[src/rtl/gf_pkg.sv]
`default_nettype none
// ============================================================================
// Module  : gf_pkg
// Purpose : Shared GF(2^8) definitions for the Reed-Solomon decoder datapath:
//           field width, reduction polynomial, the pipeline record type and a
//           combinational field multiplier.
// Ports   : none (package)
// Revision: 1.0 - initial release
// ============================================================================
package gf_pkg;

  localparam int         GF_W     = 8;
  localparam logic [8:0] GF_POLY  = 9'h11D;  // x^8 + x^4 + x^3 + x^2 + 1
  // Widest requester ID any instance needs (N_REQ <= 8).
  localparam int         ID_MAX_W = 3;

  // One pipeline stage / response record. Narrower instances zero-extend id.
  typedef struct packed {
    logic                v;
    logic [ID_MAX_W-1:0] id;
    logic [GF_W-1:0]     x;
    logic                zero;
  } rsp_t;

  // Shift-and-add multiply, reducing by GF_POLY after every doubling.
  function automatic logic [GF_W-1:0] gf_mul(input logic [GF_W-1:0] a,
                                             input logic [GF_W-1:0] b);
    logic [GF_W-1:0] p;
    logic [GF_W-1:0] aa;
    p  = '0;
    aa = a;
    for (int i = 0; i < GF_W; i++) begin
      if (b[i]) p = p ^ aa;
      aa = aa[GF_W-1] ? ((aa << 1) ^ GF_POLY[GF_W-1:0]) : (aa << 1);
    end
    return p;
  endfunction

endpackage
`default_nettype wire

[src/rtl/gf256_inv.sv]
`default_nettype none
// ============================================================================
// Module  : gf256_inv
// Purpose : Combinational GF(256) inverse, y = x^254 (0 maps to 0).
// Ports   : i_x  [8] operand
//           o_inv[8] multiplicative inverse of i_x
// Revision: 1.0 - initial release
// ============================================================================
module gf256_inv
  import gf_pkg::*;
(
  input  logic [GF_W-1:0] i_x,
  output logic [GF_W-1:0] o_inv
);

  logic [GF_W-1:0] w_sq;
  logic [GF_W-1:0] w_acc;

  // x^254 = x^2 * x^4 * ... * x^128: square repeatedly, accumulate each power.
  always_comb begin
    w_sq  = i_x;
    w_acc = 8'h01;
    for (int i = 1; i < GF_W; i++) begin
      w_sq  = gf_mul(w_sq, w_sq);
      w_acc = gf_mul(w_acc, w_sq);
    end
    o_inv = w_acc;
  end

endmodule
`default_nettype wire

[src/rtl/gf256_rr_pick.sv]
`default_nettype none
// ============================================================================
// Module  : gf256_rr_pick
// Purpose : Round-robin pick. Grants the first valid requester found scanning
//           upward from i_ptr, modulo N_REQ.
// Ports   : i_valid  [N_REQ] request vector
//           i_ptr    [ID_W]  highest-priority index
//           o_gnt    [N_REQ] one-hot grant (all zero when nothing valid)
//           o_gnt_idx[ID_W]  binary index of the grant
//           o_any    [1]     some requester granted
// Revision: 1.0 - initial release
// ============================================================================
module gf256_rr_pick #(
  parameter int N_REQ = 4,
  parameter int ID_W  = $clog2(N_REQ)
) (
  input  logic [N_REQ-1:0] i_valid,
  input  logic [ID_W-1:0]  i_ptr,
  output logic [N_REQ-1:0] o_gnt,
  output logic [ID_W-1:0]  o_gnt_idx,
  output logic             o_any
);

  logic [ID_W:0]   w_sum;
  logic [ID_W-1:0] w_idx;

  always_comb begin
    o_gnt     = '0;
    o_gnt_idx = '0;
    o_any     = 1'b0;
    w_sum     = '0;
    w_idx     = '0;
    for (int i = 0; i < N_REQ; i++) begin
      // One extra bit so ptr+i never overflows before the modulo wrap.
      w_sum = {1'b0, i_ptr} + (ID_W+1)'(i);
      if (w_sum >= (ID_W+1)'(N_REQ)) w_sum = w_sum - (ID_W+1)'(N_REQ);
      w_idx = w_sum[ID_W-1:0];
      if (!o_any && i_valid[w_idx]) begin
        o_any        = 1'b1;
        o_gnt[w_idx] = 1'b1;
        o_gnt_idx    = w_idx;
      end
    end
  end

endmodule
`default_nettype wire

[src/rtl/gf256_inv_sched.sv]
`default_nettype none
// ============================================================================
// Module  : gf256_inv_sched
// Purpose : Shares one GF(256) inverter among N_REQ requesters. Round-robin
//           accept of one operand per clock, fixed LAT-cycle pipeline, single
//           ID-tagged response bus without backpressure.
// Ports   : i_clk               clock, rising edge
//           i_rst               asynchronous active-high reset
//           i_req_valid[N_REQ]  per-requester operand valid
//           i_req_data[8*N_REQ] operands, requester k at [8k+7:8k]
//           o_req_ready[N_REQ]  one-hot grant (combinational)
//           i_flush             drop all in-flight operations at the edge
//           o_rsp_valid         response valid
//           o_rsp_id[ID_W]      requester index of the response
//           o_rsp_data[8]       inverse of the operand (0 for operand 0)
//           o_rsp_zero          operand was 0
//           o_inflight[3]       accepted operations not yet responded
// Revision: 1.0 - initial release
// ============================================================================
module gf256_inv_sched
  import gf_pkg::*;
#(
  parameter int N_REQ = 4,
  parameter int LAT   = 2,
  parameter int ID_W  = $clog2(N_REQ)
) (
  input  logic                 i_clk,
  input  logic                 i_rst,
  input  logic [N_REQ-1:0]     i_req_valid,
  input  logic [8*N_REQ-1:0]   i_req_data,
  output logic [N_REQ-1:0]     o_req_ready,
  input  logic                 i_flush,
  output logic                 o_rsp_valid,
  output logic [ID_W-1:0]      o_rsp_id,
  output logic [GF_W-1:0]      o_rsp_data,
  output logic                 o_rsp_zero,
  output logic [2:0]           o_inflight
);

  logic [ID_W-1:0]  ptr_q;
  logic [ID_W-1:0]  ptr_d;
  rsp_t             stg_q [LAT];
  rsp_t             stg_d [LAT];

  logic [N_REQ-1:0] w_gnt;
  logic [ID_W-1:0]  w_gnt_idx;
  logic             w_any;
  logic             w_accept;
  logic [GF_W-1:0]  w_sel_x;
  logic [GF_W-1:0]  w_inv;
  logic [2:0]       w_cnt;
  logic             w_unused_id;

  gf256_rr_pick #(
    .N_REQ (N_REQ),
    .ID_W  (ID_W)
  ) u_pick (
    .i_valid   (i_req_valid),
    .i_ptr     (ptr_q),
    .o_gnt     (w_gnt),
    .o_gnt_idx (w_gnt_idx),
    .o_any     (w_any)
  );

  // The single shared inverter, fed from stage 1.
  gf256_inv u_inv (
    .i_x   (stg_q[0].x),
    .o_inv (w_inv)
  );

  // Flush and reset both mask the grant so nothing is accepted on those edges.
  assign o_req_ready = (i_flush || i_rst) ? '0 : w_gnt;
  assign w_accept    = w_any && !i_flush && !i_rst;

  always_comb begin
    w_sel_x = '0;
    for (int k = 0; k < N_REQ; k++) begin
      if (w_gnt[k]) w_sel_x = i_req_data[8*k +: 8];
    end
  end

  always_comb begin
    ptr_d = ptr_q;
    if (w_accept) begin
      ptr_d = (w_gnt_idx == ID_W'(N_REQ-1)) ? '0 : w_gnt_idx + ID_W'(1);
    end
  end

  // Payload fields load only alongside a valid so outputs hold when idle.
  always_comb begin
    for (int k = 0; k < LAT; k++) stg_d[k] = stg_q[k];
    stg_d[0].v = w_accept;
    if (w_accept) begin
      stg_d[0].id   = ID_MAX_W'(w_gnt_idx);
      stg_d[0].x    = w_sel_x;
      stg_d[0].zero = (w_sel_x == '0);
    end
    for (int k = 1; k < LAT; k++) begin
      stg_d[k].v = stg_q[k-1].v && !i_flush;
      if (stg_q[k-1].v && !i_flush) begin
        stg_d[k].id   = stg_q[k-1].id;
        stg_d[k].x    = (k == 1) ? w_inv : stg_q[k-1].x;
        stg_d[k].zero = stg_q[k-1].zero;
      end
    end
  end

  always_ff @(posedge i_clk or posedge i_rst) begin
    if (i_rst) begin
      ptr_q <= '0;
      for (int k = 0; k < LAT; k++) stg_q[k] <= '0;
    end else begin
      ptr_q <= ptr_d;
      for (int k = 0; k < LAT; k++) stg_q[k] <= stg_d[k];
    end
  end

  always_comb begin
    w_cnt = '0;
    for (int k = 0; k < LAT; k++) w_cnt = w_cnt + 3'(stg_q[k].v);
  end

  assign o_inflight  = w_cnt;
  assign o_rsp_valid = stg_q[LAT-1].v;
  assign o_rsp_id    = stg_q[LAT-1].id[ID_W-1:0];
  assign o_rsp_zero  = stg_q[LAT-1].zero;
  // Upper id bits are always zero when ID_W < ID_MAX_W.
  assign w_unused_id = ^stg_q[LAT-1].id;

  generate
    if (LAT == 1) begin : g_lat1
      assign o_rsp_data = w_inv;
    end else begin : g_latn
      assign o_rsp_data = stg_q[LAT-1].x;
    end
  endgenerate

endmodule
`default_nettype wire
[config.mk]
export PLATFORM = sky130hd
export DESIGN_NAME = gf256_inv_sched
export DESIGN_NICKNAME = d
export VERILOG_FILES = /design/src/rtl/gf_pkg.sv /design/src/rtl/gf256_inv.sv /design/src/rtl/gf256_rr_pick.sv /design/src/rtl/gf256_inv_sched.sv
export SDC_FILE = /design/constraint.sdc
export NUM_CORES = 1
export LEC_CHECK = 0
export ABC_CLOCK_PERIOD_IN_PS = 44000
export BUFFER_PORTS_ARGS = -buffer_cell sky130_fd_sc_hd__buf_2
export CAP_MARGIN = 20
export CORE_ASPECT_RATIO = 0.5
export CORE_MARGIN = 1
export CORE_UTILIZATION = 29
export DETAILED_ROUTE_END_ITERATION = 8
export GPL_ROUTABILITY_DRIVEN = 0
export PLACE_DENSITY = 0.51
export SLEW_MARGIN = 20
export SYNTH_ARGS = -nofsm -noshare
export SYNTH_HDL_FRONTEND = slang
export SYNTH_SLANG_ARGS = --single-unit
[constraint.sdc]
create_clock -name i_clk -period 44 [get_ports i_clk]
set_clock_uncertainty 0.2 [all_clocks]
set_input_delay 6.6 -clock i_clk [delete_from_list [all_inputs] [get_ports i_clk]]
set_output_delay 6.6 -clock i_clk [all_outputs]
set_load 0.05 [all_outputs]
; ---- Yosys cells after proc, flatten, opt, wreduce, memory -nomap -nowiden
; Cells that the tools add are included.
[op_classes]
addsub = 9
magnitude_cmp = 12
n_eq_ne = 1
n_mux = 241
bitwise = 192
reduce_logical = 17
[op_table]
columns = operator, n
row1 = $mux W8, 109
row2 = $xor A8 B8 Y8, 91
row3 = $mux W5, 92
row4 = $not A4 Y4, 91
row5 = $mux W4, 6
row6 = $mux W2, 10
row7 = $mux W1, 13
row8 = $lt A2 B3 Y1 const B, 4
row9 = $or A4 B4 Y4, 3
row10 = $logic_and A1 B1 Y1, 10
row11 = $ge A3 B3 Y1 const B, 3
row12 = $bmux W1 S2, 4
row13 = $demux W1 S2, 4
row14 = $ge A2 B1 Y1 const B, 4
row15 = $logic_not A8 Y1, 1
row16 = $sub A2 B1 Y2 const B, 4
row17 = $mux W7, 1
row18 = $not A1 Y1 const A, 7
row19 = $add A2 B2 Y3 const B, 2
row20 = $mux W6, 1
row21 = $logic_not A1 Y1, 5
row22 = $add A2 B1 Y3 const B, 1
row23 = $ge A2 B3 Y1 const B, 1
row24 = $mux W3, 1
row25 = other kinds (4), 4
[word_totals]
regBits = 26
in_bits = 39
output_inout_bits = 19

; ---- Logic depth before layout (Yosys ltp)
[depth]
word_depth = 127
mapped_depth = 66

; ---- Cells and area by module
; From an unflattened synthesis, not the netlist that was laid out.
[hier_totals]
cells_unflattened = 1986
hier_area_um2 = 15663.8
[modules_own_cells]
columns = mod, n_inst, cells_per_inst, area_per_inst_um2, seq_area_each_um2
row1 = gf256_inv, 1, 1826, 13947.1, 0.0
row2 = gf256_inv_sched, 1, 115, 1297.5, 650.6
row3 = gf256_rr_pick, 1, 45, 419.2, 0.0

; ---- Worst setup path before layout
; OpenSTA, ideal clock, no wires.
[synth_path]
path_kind = input port to output port
start = in i_req_valid[1]
end = out o_req_ready[0]
t_arrival_ps = 8936
required_ps = 37200
path_slack_ps = 28264
cell_stages = 6
path_buffers = 0
path_cell_list = mux2_2 -> or3_1 -> a21boi_0 -> a222oi_1 -> a21boi_0 -> nor3_1
[synth_between]
elab_chain_cells = 13
elab_cells_between_ends = 25
cone_classes = mux: 16 / bitwise: 3 / reduce/logical: 6
[synth_rtl]
columns = element, line_no
row1 = "start, declared", gf256_inv_sched.sv:29  ; input logic [N_REQ-1:0] i_req_valid,
row2 = $bmux W1 S2, gf256_rr_pick.sv:38  ; if (!o_any && i_valid[w_idx]) begin
row3 = $mux W1 (implied by the code), gf256_rr_pick.sv:38
row4 = $mux W1, gf256_rr_pick.sv:38
row5 = $logic_not A1 Y1, gf256_rr_pick.sv:38
row6 = $logic_and A1 B1 Y1, gf256_rr_pick.sv:38
row7 = $mux W1, gf256_rr_pick.sv:38
row8 = $logic_not A1 Y1, gf256_rr_pick.sv:38
row9 = $logic_and A1 B1 Y1, gf256_rr_pick.sv:38
row10 = $mux W1, gf256_rr_pick.sv:38
row11 = $logic_not A1 Y1, gf256_rr_pick.sv:38
row12 = $logic_and A1 B1 Y1, gf256_rr_pick.sv:38
row13 = $mux W4 (*), gf256_rr_pick.sv:38
row14 = $mux W4 (*), gf256_inv_sched.sv:72  ; assign o_req_ready = (i_flush || i_rst) ? '0 : w_gnt;
row15 = "end, declared", gf256_inv_sched.sv:31  ; output logic [N_REQ-1:0] o_req_ready,
; Every way passes the cells marked *; elsewhere a longest branch is shown, timed or not. The select of a mux whose other input is x is not followed.

; ---- Worst setup path in the final report
[layout_path]
start = reg stg_q[16] (netlist name)
end = reg o_rsp_data[7] (netlist name)
[layout_between]
elab_chain_cells = 119
elab_cells_between_ends = 372
cone_classes = mux: 197 / bitwise: 175
[layout_rtl]
columns = element, line_no
row1 = $not A4 Y4 (no line) / $mux W8 (equally long branches), --
row2 = $mux W5 / $xor A8 B8 Y8 (equally long branches), "gf_pkg.sv:34, gf_pkg.sv:33"
row3 = $xor A8 B8 Y8 / $mux W8 (equally long branches), gf_pkg.sv:33  ; if (b[i]) p = p ^ aa;
row4 = $mux W8 / $xor A8 B8 Y8 (equally long branches), gf_pkg.sv:33
row5 = $xor A8 B8 Y8 / $mux W8 (equally long branches), gf_pkg.sv:33
row6 = $mux W8 / $xor A8 B8 Y8 (equally long branches), gf_pkg.sv:33
row7 = $xor A8 B8 Y8 / $mux W8 (equally long branches), gf_pkg.sv:33
row8 = $mux W8 / $xor A8 B8 Y8 (equally long branches), gf_pkg.sv:33
row9 = (+103 left out), --
row10 = $xor A8 B8 Y8, gf_pkg.sv:33
row11 = $mux W8, gf_pkg.sv:33
row12 = $xor A8 B8 Y8, gf_pkg.sv:33
row13 = $mux W8, gf_pkg.sv:33
row14 = $xor A8 B8 Y8, gf_pkg.sv:33
row15 = $mux W8, gf_pkg.sv:33
row16 = $xor A8 B8 Y8, gf_pkg.sv:33
row17 = $mux W8 (*), gf_pkg.sv:33
; Every way passes the cells marked *; elsewhere a longest branch is shown, timed or not.
; A chain may end at the register's enable or synchronous reset.

==> flow_summary.json <==
{
  "status": "finished clean",
  "cell_with_the_most_instances_after_synthesis": "xnor2_1",
  "postCtsSetupRepairBufs": 0,
  "start_util": 0.298,
  "wirelength_met1_mm": 23.2,
  "number_of_drc_violations_after_detailed_routing": 0,
  "floorplan.die.height_um": 167,
  "reg2reg_setup_slack_ps": 25950,
  "min_period_ps": 18050,
  "number_of_antenna_violations_at_the_first_check_in_global_routing": 0,
  "seq_area_frac_synth": 0.0413,
  "fin_setup_tns_ps": 0,
  "top_layer_used": "met4",
  "cp_data_arrival_time_ps": 17990,
  "critical-path-max-stage-delay_ps": 880,
  "setup_cp_type": "flop to flop",
  "post-synth-top-area-fraction": 0.203,
  "rows": 59,
  "critPathLaunchType": "flop",
  "worstReg2RegEnd": "o_rsp_data[7]",
  "clock_latency_ps": 280,
  "grt_setup_unrepaired": "false",
  "critPathLaunch": "stg_q[16]",
  "synth_fp_nets": 2127,
  "hold_end": "o_rsp_id[1]",
  "relative_slew_margins": 0.254,
  "drv_cap": 0,
  "tritoncts.num_buffers": 3,
  "post_synth_most_frequent_cells": "365 x xnor2_1, 273 x nor2_1, 245 x nand2_1",
  "diodes": 0,
  "maxClockFrequency_mhz": 55.4,
  "dr.pass1.iters": 5,
  "postSynthRegisterBits": 26,
  "synthToLayoutAreaGrowth_pct": 6.90,
  "critical_path_peak_fanout": 24,
  "critical_path.reg2reg.startpoint": "stg_q[16]",
  "most_prevalent_standard_cell_on_the_critical_path": "xnor2_1",
  "clock_tree.root_cell": "clkbuf_16",
  "num-nets-final": 2095,
  "synth.distinct_cells": 91,
  "htree_num_levels": 1,
  "synth_cells": 2069,
  "synth_edf_count": 0,
  "met2_length_mm": 22.2,
  "slew_viols_final": 0,
  "hold_violations": 0,
  "netlist_area_um2": 15800,
  "setup.worst_path.end_class": "flop",
  "synth_ff_type": "dfrtp_1",
  "timing.hold.worst_path_depth": 2,
  "period_share": 0.410,
  "viasPerCell": 5.27,
  "synthArstFlopShare": 1.00,
  "cts_hold_buffers": 0,
  "worst_hold_startpoint": "stg_q[23]",
  "depth_of_the_worst_register_to_register_path": 48,
  "ys.warnings.count": 0,
  "report.final.setup_viol": 0,
  "max-clock-path-buffers": 2,
  "numClockSinks": 26,
  "crit_path_top_delay_cell": "xnor2_1",
  "clock_transition_at_the_registers_of_the_reported_paths_ps": 80,
  "maximum_number_of_pins_on_one_net_before_global_route_repair": 38,
  "grt_remaining_overflow": 0,
  "postSynthAreaPerCell_um2": 7.61,
  "post-dp-hpwl_mm": 34.6,
  "number_of_global_route_vias_before_repair": 13700,
  "via_count": 14400,
  "synth.area.top_cells": "xnor2_1 20%, xnor3_1 12%, nor2_1 6.5%",
  "wl_met3_mm": 2.02,
  "dr.first_iter.drc_count": 1375,
  "drt_wl_total_mm": 48.1,
  "chipWidth_um": 332,
  "required_time_at_the_endpoint_of_the_critical_path_ps": 43940,
  "cts_repair_resize_count": 0,
  "floorplan.io_pins": 58,
  "coreArea_um2": 52800,
  "layout-drive-gt1-share": 0.108,
  "holdCritPathClass": "flop to flop",
  "fp.dieArea_um2": 55300,
  "yosys.area.top_type": "xnor2_1",
  "routed_wire_per_std_cell_um": 17.6,
  "numPortBuffers": 56,
  "tritoncts": "built",
  "grt_pass1_wl_mm": 77.9,
  "antenna_left": 0,
  "grtUsageTotal": 0.170,
  "slew_of_the_pin_with_the_lowest_slew_margin_ps": 1110
}
per-stage QoR:
stage / utilization / setup slack (ps) / std cells / hold slack, ps / cell area [µm²]
floorplan: - / 28260 / 2069 / 235 / 15800
global placement: 0.317 / 25730 / 2733 / 256 / 16700
detailed placement: 0.317 / 25550 / 2733 / 259 / 16700
CTS: 0.319 / 25530 / 2737 / 279 / 16800
global route: 0.319 / 24510 / 2737 / 308 / 16800
finish: 0.319 / 25950 / 2737 / 277 / 16800
placed cells by master, fill, tap and decap left out, types with 9 or more instances in the layout:
master	synthesis	routed
a31oi_1	16	16
a211oi_1	16	16
buf_2	49	56
xor2_1	98	96
nand2_1	245	245
mux2i_1	59	59
nand3_1	49	49
inv_1	26	26
and2_1	15	15
nor2b_1	17	17
nor2_1	273	272
o211ai_1	14	14
a22oi_1	21	21
ha_1	19	19
xor2_2	7	9
o21ai_1	19	18
or3_1	17	17
xnor3_1	82	82
and3_1	11	11
xor3_1	21	21
xnor2_1	365	358
o21ai_0	80	80
xnor2_2	28	34
nor3b_1	9	9
a21oi_1	104	103
nand2b_1	12	12
dfrtp_1	26	26
nand4_1	16	16
o22ai_1	23	23
nor3_1	44	44
buf_4	20	61
logic make-up (layout without fill, tap and decap cells):
| kind of cell | count (synthesis) | count (layout) | synth area share |
|---|---|---|---|
| muxes | 65 | 65 | 0.0425 |
| other | 1 | 1 | 0.000238 |
| DFF | 26 | 26 | 0.0413 |
| xor gates and xnor gates | 617 | 617 | 0.468 |
| adders and majority gates | 19 | 19 | 0.0151 |
| AOI/OAI and AO/OA | 399 | 399 | 0.165 |
| buffers and inverters | 193 | 160 | 0.0551 |
| and+or+nand+nor | 749 | 749 | 0.212 |
flip-flops by register name (all words and copies together), names as in the netlist:
register / flops
o_rsp_data: 8
o_rsp_id: 2
o_rsp_valid: 1
o_rsp_zero: 1
ptr_q: 2
stg_q: 12
worst max path at each step:
stage | to | cells past startpoint
3_3_place_gp | o_rsp_data[7] | 48
3_5_place_dp | o_rsp_data[7] | 48
2_1_floorplan | o_req_ready[0] | 6
5_1_grt | o_rsp_data[7] | 48
6_report | o_rsp_data[7] | 48
4_1_cts | o_rsp_data[7] | 48
area by class of cell:
class	instances	area [µm²]
fillers	5567	35900
multi-input cells	1850	14300
well taps	701	877
repair buffers	117	738
flip-flops and latches	26	651
inverters	39	146
clock buffers	3	75.1
clock inverters	1	30.0
routing by layer:
metal  global-route usage  up-vias
met4               0.0328        0
li1                     -     7045
met2                0.283      420
met5                    0        -
met3              0.00512       46
met1                0.246     6911
worst max-delay path: cells and delay by family, from the launching register on:
| kind | cells | cell delay (ps) |
|---|---|---|
| xor gates and xnor gates | 15 | 6900 |
| and+or+nand+nor | 13 | 2950 |
| AOI/OAI and AO/OA | 10 | 2810 |
| buffers and inverters | 6 | 2290 |
| adders and majority gates | 4 | 2150 |
| DFF | 1 | 520 |
Power is not shown: default switching activity piles up to over one toggle a cycle in this logic, so the estimate is an artifact.
